$ cat src/rtl/load_align_unit.sv
// load_align_unit: memory-stage load aligner/merger over a BUS_BYTES-wide
// read port; one load at a time, split into two beats when it crosses a word.
//
// Ports:
//   clk, resetn                 clock, async active-low reset
//   req_valid/ready/addr/op/orig  load request (orig = old rt for LWL/LWR)
//   bus_req_valid/ready/addr      aligned bus read request
//   bus_resp_valid/data           bus read data, byte i at [8i+7:8i]
//   resp_valid/ready/data/err     formatted result, err => data 0
module load_align_unit #(
    parameter int BUS_BYTES    = 4,
    parameter bit UNALIGNED_EN = 1'b1
) (
    input  logic                   clk,
    input  logic                   resetn,
    input  logic                   req_valid,
    output logic                   req_ready,
    input  logic [31:0]            req_addr,
    input  logic [2:0]             req_op,
    input  logic [31:0]            req_orig,
    output logic                   bus_req_valid,
    input  logic                   bus_req_ready,
    output logic [31:0]            bus_req_addr,
    input  logic                   bus_resp_valid,
    input  logic [8*BUS_BYTES-1:0] bus_resp_data,
    output logic                   resp_valid,
    input  logic                   resp_ready,
    output logic [31:0]            resp_data,
    output logic                   resp_err
);
    localparam int BW = 8 * BUS_BYTES;
    localparam int OW = $clog2(BUS_BYTES);

    localparam logic [2:0] OP_LB  = 3'd0;
    localparam logic [2:0] OP_LBU = 3'd1;
    localparam logic [2:0] OP_LH  = 3'd2;
    localparam logic [2:0] OP_LHU = 3'd3;
    localparam logic [2:0] OP_LW  = 3'd4;
    localparam logic [2:0] OP_RSV = 3'd5;
    localparam logic [2:0] OP_LWL = 3'd6;
    localparam logic [2:0] OP_LWR = 3'd7;

    typedef enum logic [2:0] {
        S_IDLE, S_REQ0, S_WAIT0, S_REQ1, S_WAIT1, S_RESP
    } state_t;

    state_t        state_q, state_d;
    logic [OW-1:0] off_q, off_d;
    logic [2:0]    op_q, op_d;
    logic [31:0]   orig_q, orig_d;
    logic [31:0]   baddr_q, baddr_d;
    logic [31:0]   data_q, data_d;
    logic [BW-1:0] beat0_q, beat0_d;
    logic          err_q, err_d;

    logic [2*BW-1:0] stream;
    logic [OW-1:0]   lane_off;
    logic [31:0]     win, word, fmt;
    logic [4:0]      size, last, shk;
    logic            mis, bad;

    assign req_ready     = (state_q == S_IDLE);
    assign bus_req_valid = (state_q == S_REQ0) || (state_q == S_REQ1);
    assign bus_req_addr  = baddr_q;
    assign resp_valid    = (state_q == S_RESP);
    assign resp_data     = data_q;
    assign resp_err      = err_q;

    // Result formatting from the beat(s) on the bus this cycle.
    always_comb begin
        // In WAIT1 beat0 is the low half of the byte stream.
        if (state_q == S_WAIT1) begin
            stream = {bus_resp_data, beat0_q};
        end else begin
            stream = {{BW{1'b0}}, bus_resp_data};
        end
        lane_off = off_q & ~OW'(3);
        win      = stream[{off_q, 3'b000} +: 32];
        word     = stream[{lane_off, 3'b000} +: 32];
        shk      = {off_q[1:0], 3'b000};
        case (op_q)
            OP_LB:   fmt = {{24{win[7]}}, win[7:0]};
            OP_LBU:  fmt = {24'd0, win[7:0]};
            OP_LH:   fmt = {{16{win[15]}}, win[15:0]};
            OP_LHU:  fmt = {16'd0, win[15:0]};
            OP_LW:   fmt = win;
            OP_LWL:  fmt = (word << (5'd24 - shk))
                         | (orig_q & (32'h00FF_FFFF >> shk));
            OP_LWR:  fmt = (word >> shk)
                         | (orig_q & ~(32'hFFFF_FFFF >> shk));
            default: fmt = '0;
        endcase
        case (op_q)
            OP_LH, OP_LHU: size = 5'd2;
            OP_LW:         size = 5'd4;
            default:       size = 5'd1;
        endcase
        last = 5'(off_q) + size;
    end

    // Request screening: reserved opcode or misaligned without split support.
    always_comb begin
        case (req_op)
            OP_LH, OP_LHU: mis = req_addr[0];
            OP_LW:         mis = |req_addr[1:0];
            default:       mis = 1'b0;
        endcase
        bad = (req_op == OP_RSV) || (!UNALIGNED_EN && mis);
    end

    always_comb begin
        state_d = state_q;
        off_d   = off_q;
        op_d    = op_q;
        orig_d  = orig_q;
        baddr_d = baddr_q;
        data_d  = data_q;
        beat0_d = beat0_q;
        err_d   = err_q;
        unique case (state_q)
            S_IDLE: begin
                if (req_valid) begin
                    off_d  = req_addr[OW-1:0];
                    op_d   = req_op;
                    orig_d = req_orig;
                    if (bad) begin
                        err_d   = 1'b1;
                        data_d  = '0;
                        state_d = S_RESP;
                    end else begin
                        err_d   = 1'b0;
                        baddr_d = req_addr & ~32'(BUS_BYTES - 1);
                        state_d = S_REQ0;
                    end
                end
            end
            S_REQ0: begin
                if (bus_req_ready) state_d = S_WAIT0;
            end
            S_WAIT0: begin
                if (bus_resp_valid) begin
                    beat0_d = bus_resp_data;
                    if (last > 5'(BUS_BYTES)) begin
                        baddr_d = baddr_q + 32'(BUS_BYTES);
                        state_d = S_REQ1;
                    end else begin
                        data_d  = fmt;
                        state_d = S_RESP;
                    end
                end
            end
            S_REQ1: begin
                if (bus_req_ready) state_d = S_WAIT1;
            end
            S_WAIT1: begin
                if (bus_resp_valid) begin
                    data_d  = fmt;
                    state_d = S_RESP;
                end
            end
            S_RESP: begin
                if (resp_ready) state_d = S_IDLE;
            end
            default: state_d = S_IDLE;
        endcase
    end

    always_ff @(posedge clk or negedge resetn) begin
        if (!resetn) begin
            state_q <= S_IDLE;
            off_q   <= '0;
            op_q    <= '0;
            orig_q  <= '0;
            baddr_q <= '0;
            data_q  <= '0;
            beat0_q <= '0;
            err_q   <= 1'b0;
        end else begin
            state_q <= state_d;
            off_q   <= off_d;
            op_q    <= op_d;
            orig_q  <= orig_d;
            baddr_q <= baddr_d;
            data_q  <= data_d;
            beat0_q <= beat0_d;
            err_q   <= err_d;
        end
    end

endmodule

$ cat config.mk
export PLATFORM = sky130hd
export DESIGN_NAME = load_align_unit
export DESIGN_NICKNAME = d
export VERILOG_FILES = /design/src/rtl/load_align_unit.sv
export SDC_FILE = /design/constraint.sdc
export NUM_CORES = 1
export LEC_CHECK = 0
export BUFFER_PORTS_ARGS = -buffer_cell sky130_fd_sc_hd__buf_2
export CAP_MARGIN = 15
export CORE_MARGIN = 10
export CORE_UTILIZATION = 60
export CTS_CLUSTER_DIAMETER = 200
export CTS_CLUSTER_SIZE = 28
export DETAILED_ROUTE_END_ITERATION = 16
export HOLD_SLACK_MARGIN = 0.12
export PLACE_DENSITY = 0.86
export SLEW_MARGIN = 20
export SYNTH_ARGS = -nofsm -noshare
export SYNTH_HDL_FRONTEND = slang
export SYNTH_SLANG_ARGS = --single-unit
$ cat constraint.sdc
create_clock -name clk -period 7.2 [get_ports clk]
set_input_delay 1.44 -clock clk [delete_from_list [all_inputs] [get_ports clk]]
set_output_delay 1.44 -clock clk [all_outputs]
set_load 0.02 [all_outputs]
# ---- Yosys cells after proc, flatten, opt, wreduce, memory -nomap -nowiden
# Cells that the tools add are included.
dict set report totals {
  ram_bits 0
  n_memories 0
  inputBits 105
  latch_bits 0
  rom_bits 0
  reg_bits 137
  word_cells 79
  out_inout_bits 68
}
dict set report classes {
  div 0
  n_mux 24
  shifts 5
  n_reduce_logical 11
  n_eq_ne 22
  magnitude_cmp 1
  bitwise 5
  addsub 3
  n_mul 0
}
# op count
set op_table {}
lappend op_table {{$mux 32} 9}
lappend op_table {{$pmux 32 s7} 1}
lappend op_table {{$pmux 32 s3} 1}
lappend op_table {{$and 32x32->32} 2}
lappend op_table {{$mux 64} 1}
lappend op_table {{$or 32x32->32} 2}
lappend op_table {{$pmux 32 s2} 1}
lappend op_table {{$shiftx 64x6->32} 1}
lappend op_table {{$add 32x3->32 const B} 1}
lappend op_table {{$not 32->32} 1}
lappend op_table {{$shl 32x5->32} 1}
lappend op_table {{$shr 24x5->32 const A} 1}
lappend op_table {{$shr 32x5->32} 1}
lappend op_table {{$shr 32x5->32 const A} 1}
lappend op_table {{$mux 3} 8}
lappend op_table {{$eq 3x3->1 const B} 6}
lappend op_table {{$pmux 3 s6} 1}
lappend op_table {{$ne 2x2->1 const B} 8}
lappend op_table {{$eq 3x2->1 const B} 4}
lappend op_table {{$reduce_and 6->1} 2}
lappend op_table {{$eq 3x1->1 const B} 2}
lappend op_table {{$logic_not 3->1} 2}
lappend op_table {{$pmux 3 s2} 1}
lappend op_table {{$add 2x5->5} 1}
lappend op_table {{other kinds (10)} 12}

# ---- Logic depth before layout (Yosys ltp)
dict set report depth {
  depth_word 8
  ltp_mapped 12
  mapped_depth_nobuf 10
}

# ---- Worst setup path after synthesis
# No wires, ideal clock.
dict set report synth_timing {
  path_type {input port to flip-flop}
  startpoint {input port bus_resp_data[15]}
  endpoint {register data_q[31] (netlist: resp_data[31])}
  setup_slack_ps 4284
  stages 7
  arrival_time_ps 2851
  n_path_buf 1
  setup_ps 66
  required_time_ps 7134
  cell_sequence {mux2i_1 > mux4_2 > or3_1 > o311a_4 > buf_6 > o2111ai_1 > a22o_1}
}
dict set report synth_via {
  elab_chain_cells 7
  word_cells_on_any_way 11
  cone_classes {3 x shift; 6 x mux; 2 x bitwise}
}
# item line_no
set synth_lines {}
lappend synth_lines {{from (decl)} 25} ;# input logic [8*BUS_BYTES-1:0] bus_resp_data,
lappend synth_lines {{$mux 64 (*)} 72} ;# if (state_q == S_WAIT1) begin
lappend synth_lines {{$shr 32x5->32 or $shl 32x5->32 (tied branches)} {89, 87}}
lappend synth_lines {{$or 32x32->32, on equally long branches} {90, 88}}
lappend synth_lines {{$pmux 32 s7 (*)} 81} ;# case (op_q)
lappend synth_lines {{$mux 32} 143} ;# if (last > 5'(BUS_BYTES)) begin
lappend synth_lines {{$mux 32} 141} ;# if (bus_resp_valid) begin
lappend synth_lines {{$pmux 32 s3 (*)} 120} ;# unique case (state_q)
lappend synth_lines {{to (signal assigned)} 184} ;# data_q <= data_d;
lappend synth_lines {{to (decl)} 52} ;# logic [31:0] data_q, data_d;
# Every way passes the cells marked *; elsewhere a longest branch is shown, timed or not. The select of a mux whose other input is x is not followed.
# A chain may end at the register's enable or synchronous reset.

# ---- Final worst setup path
dict set report layout_timing {
  startpoint {register op_q[1]}
  endpoint {register baddr_q[19] (netlist: bus_req_addr[19])}
}
dict set report layout_via {
  elab_chain_cells 7
  word_cells_on_any_way 9
  cone_classes {1 x add/sub; 1 x order compare; 4 x eq/ne; 1 x mux; 2 x reduce/logical}
}
# item line_no
set layout_lines {}
lappend layout_lines {{from (decl)} 49} ;# logic [2:0] op_q, op_d;
lappend layout_lines {{from (signal assigned)} 181} ;# op_q <= op_d;
lappend layout_lines {{$eq 3x2->1} 93} ;# case (op_q)
lappend layout_lines {{$reduce_or 2->1} 93}
lappend layout_lines {{$pmux 3 s2 (*)} 93}
lappend layout_lines {{$add 2x5->5 (*)} 98} ;# last = 5'(off_q) + size;
lappend layout_lines {{$gt 5x3->1 (*)} 143}
lappend layout_lines {{$ne 2x2->1 (no source line) (*)} n/a}
lappend layout_lines {{$reduce_and 5->1 (no source line) (*)} n/a}
lappend layout_lines {{to (signal assigned)} 183} ;# baddr_q <= baddr_d;
lappend layout_lines {{to (decl)} 51} ;# logic [31:0] baddr_q, baddr_d;
# Every way passes the cells marked *; elsewhere a longest branch is shown, timed or not.

==> impl_metrics.tcl <==
set metrics [dict create \
    status "completed" \
    switching_share_pct 46.2 \
    critPathCaptureType "register" \
    hpwlAfterDp_um 19600 \
    insertion_delay_ps 430 \
    max-cap-violations 0 \
    holdBufCountCts 0 \
    drt-initial-drc-count 1042 \
    synth_top_area_share_pct 40.6 \
    io_buffers 170 \
    drt_wl_total_um 27400 \
    total_power_uw 4570 \
    ys_seq_area_share_pct 40.6 \
    route.vias.total 8448 \
    finalSetupViolCount 0 \
    synth_largest_area_cell "dfrtp_1" \
    synth_common_cells "nand2_1 (282), dfrtp_1 (135), mux2i_1 (85), a21oi_1 (70), o21ai_0 (57)" \
    grt_max_degree 70 \
    dr.pass1.iters 7 \
    dieWidth_um 138 \
    switching_power_uw 2110 \
    rsz0062_at_grt "no" \
    start_util_pct 62.0 \
    synth_warnings 0 \
    finalCriticalPeriod_ps 3870 \
    grt_pass1_wl_um 42400 \
    tightest_slew_ps 1130 \
    max-clock-path-buffers 2 \
    drc 0 \
    powerDensity_nw_per_um2 468 \
    crit_path_start_kind "register" \
    syn2layout_area_growth_pct 17.6 \
    p_seq_share_pct 31.7 \
    clkTransAtPathRegs_ps 70 \
    syn_area_um2 8310 \
    avgSynthCellArea_um2 8.39 \
    synthArstFlopShare_pct 100 \
    finalNetCount 1225 \
    grt_usage_pct 28.3 \
    synth_area_leaders "dfrtp_1 (41%), nand2_1 (13%), mux2i_1 (10%)" \
    die_y_um 138 \
    clkPwrFrac_pct 20.1 \
    overflow 0 \
    cp-startpoint "op_q[1]" \
    synth_cell_type_count 71 \
    tns_ps 0 \
    cp.arrival_ps 4180 \
    comb_power_share_pct 48.2 \
    period_share_pct 53.7 \
    hp-class "reg2reg" \
    routed_via_density 6.45 \
    drv_slew 0 \
    synth_cells 991 \
    drive_gt1_share_pct 21.3 \
    die_area_um2 19000 \
    synth_ff_type "dfrtp_1" \
    cts_tree "built" \
    gp_congestion 0.994 \
    cts_buffers 17 \
    vdd_drop_max_uv 374 \
    antenna_found_initial 4 \
    root_buffer "clkbuf_16" \
    leakagePower_uw 0.00471 \
    io_pins 173 \
    p_int_uw 2460 \
    rows 42 \
    core_area_um2 13400 \
    required_ps 7520 \
    slew-limit-headroom_pct 23.8 \
    ant_nets 0 \
    r2r-start "op_q[1]" \
    path_class "reg2reg" \
    min_from "beat0_q[3]" \
    max_freq_mhz 259 \
    cts_repair_resize_count 0 \
    clock_sinks 135 \
    hold_viol_final 0 \
    htree_levels 4 \
    yosysMostFrequentCell "nand2_1" \
    skew_ps 10.1 \
    critPathMaxFanout 32 \
    ys_seq_elements 135 \
    postCtsSetupRepairBufs 0 \
    grt_pass1_vias 7991 \
    synth_edf_count 0 \
    routedWlPerCell_um 20.9 \
]
==> through the flow <==
| step | utilization (%) | instance area, um^2 | hold slack (ps) | std cells | worst slack, ps |
|---|---|---|---|---|---|
| floorplan | - | 8320 | 440 | 992 | 4280 |
| global placement | 68.1 | 9130 | 458 | 1273 | 3310 |
| detailed placement | 68.1 | 9130 | 462 | 1273 | 3230 |
| CTS | 72.7 | 9740 | 477 | 1305 | 3390 |
| global route | 72.9 | 9770 | 505 | 1308 | 3080 |
| finish | 72.9 | 9770 | 477 | 1309 | 3330 |
==> placed cells by master, fill, tap and decap left out, drive strengths merged, types with 7 or more instances in the layout <==
master    n
nand2   282
buf     180
dfrtp   135
mux2i    86
a21oi    70
o21ai    62
nor2     38
a22o     26
o22ai    23
clkbuf   20
nand3    18
o211ai   13
a22oi    12
nor3     12
a31oi    11
nand4    10
inv      10
and3      9
o32ai     7
a41oi     7
nor4b     7
clkinv    7
==> kinds of logic (layout without fill, tap and decap cells) <==
group / count (synthesis) / after routing / synth area share (%)
adders and majority gates: 4 / 4 / 0.693
AOI/OAI and AO/OA: 265 / 265 / 21.0
other: 1 / 6 / 0.0451
DFF: 135 / 135 / 40.6
muxes: 92 / 92 / 11.4
xor gates and xnor gates: 1 / 1 / 0.105
and+or+nand+nor: 407 / 407 / 21.4
buffers and inverters: 86 / 223 / 4.76
==> path summary, 6_finish.rpt <==
| kind | endpoint | slack (ps) | cells past startpoint |
|---|---|---|---|
| max reg2reg | bus_req_addr[19] | 3330 | 9 |
| min reg2reg | beat0_q[3] | 480 | 2 |
| min in group asynchronous | beat0_q[27] | 990 | 1 |
| min | beat0_q[3] | 480 | 2 |
| max in group asynchronous | off_q[0] | 4840 | 2 |
| max | bus_req_addr[19] | 3330 | 9 |
==> critical path, cell delays in order (launching register included) <==
cell and delay, ps:
dfrtp_1 530, nor3b_1 570, nor2_1 90, ha_1 230, fa_1 470, o211ai_1 290, and2_1 280, o21a_1 810
nor2_1 150, o2bb2a_1 330
==> layout make-up <==
class,instances,area (um^2)
clock buffers,20,467
diodes,4,10.0
clock inverters,12,150
inverters,11,41.3
flip-flops and latches,135,3380
repair buffers,180,932
multi-input cells,771,4570
well taps,176,220
fillers,1047,3630
==> per-layer routing <==
| metal | global-route usage [%] | share of wire (%) |
|---|---|---|
| met4 | 10.8 | 3.8 |
| met1 | 37.5 | 40 |
| met3 | 6.59 | 9.5 |
| met5 | 0 | 0 |
| met2 | 44.2 | 47 |
==> flip-flops by register name, summed over array words and instances, names as in the netlist <==
name,flops
beat0_q,32
orig_q,32
resp_data,32
bus_req_addr,30
op_q,3
state_q,3
off_q,2
resp_err,1
==> power by group through the flow <==
stage	clock, uW	sequential [uW]	combinational (uW)
floorplan	0	1510	1410
global placement	0	1430	2090
detailed placement	0	1430	2140
CTS	911	1430	2170
global route	950	1490	2390
finish	917	1450	2210
No activity file was read; power rests on OpenSTA's default activity.
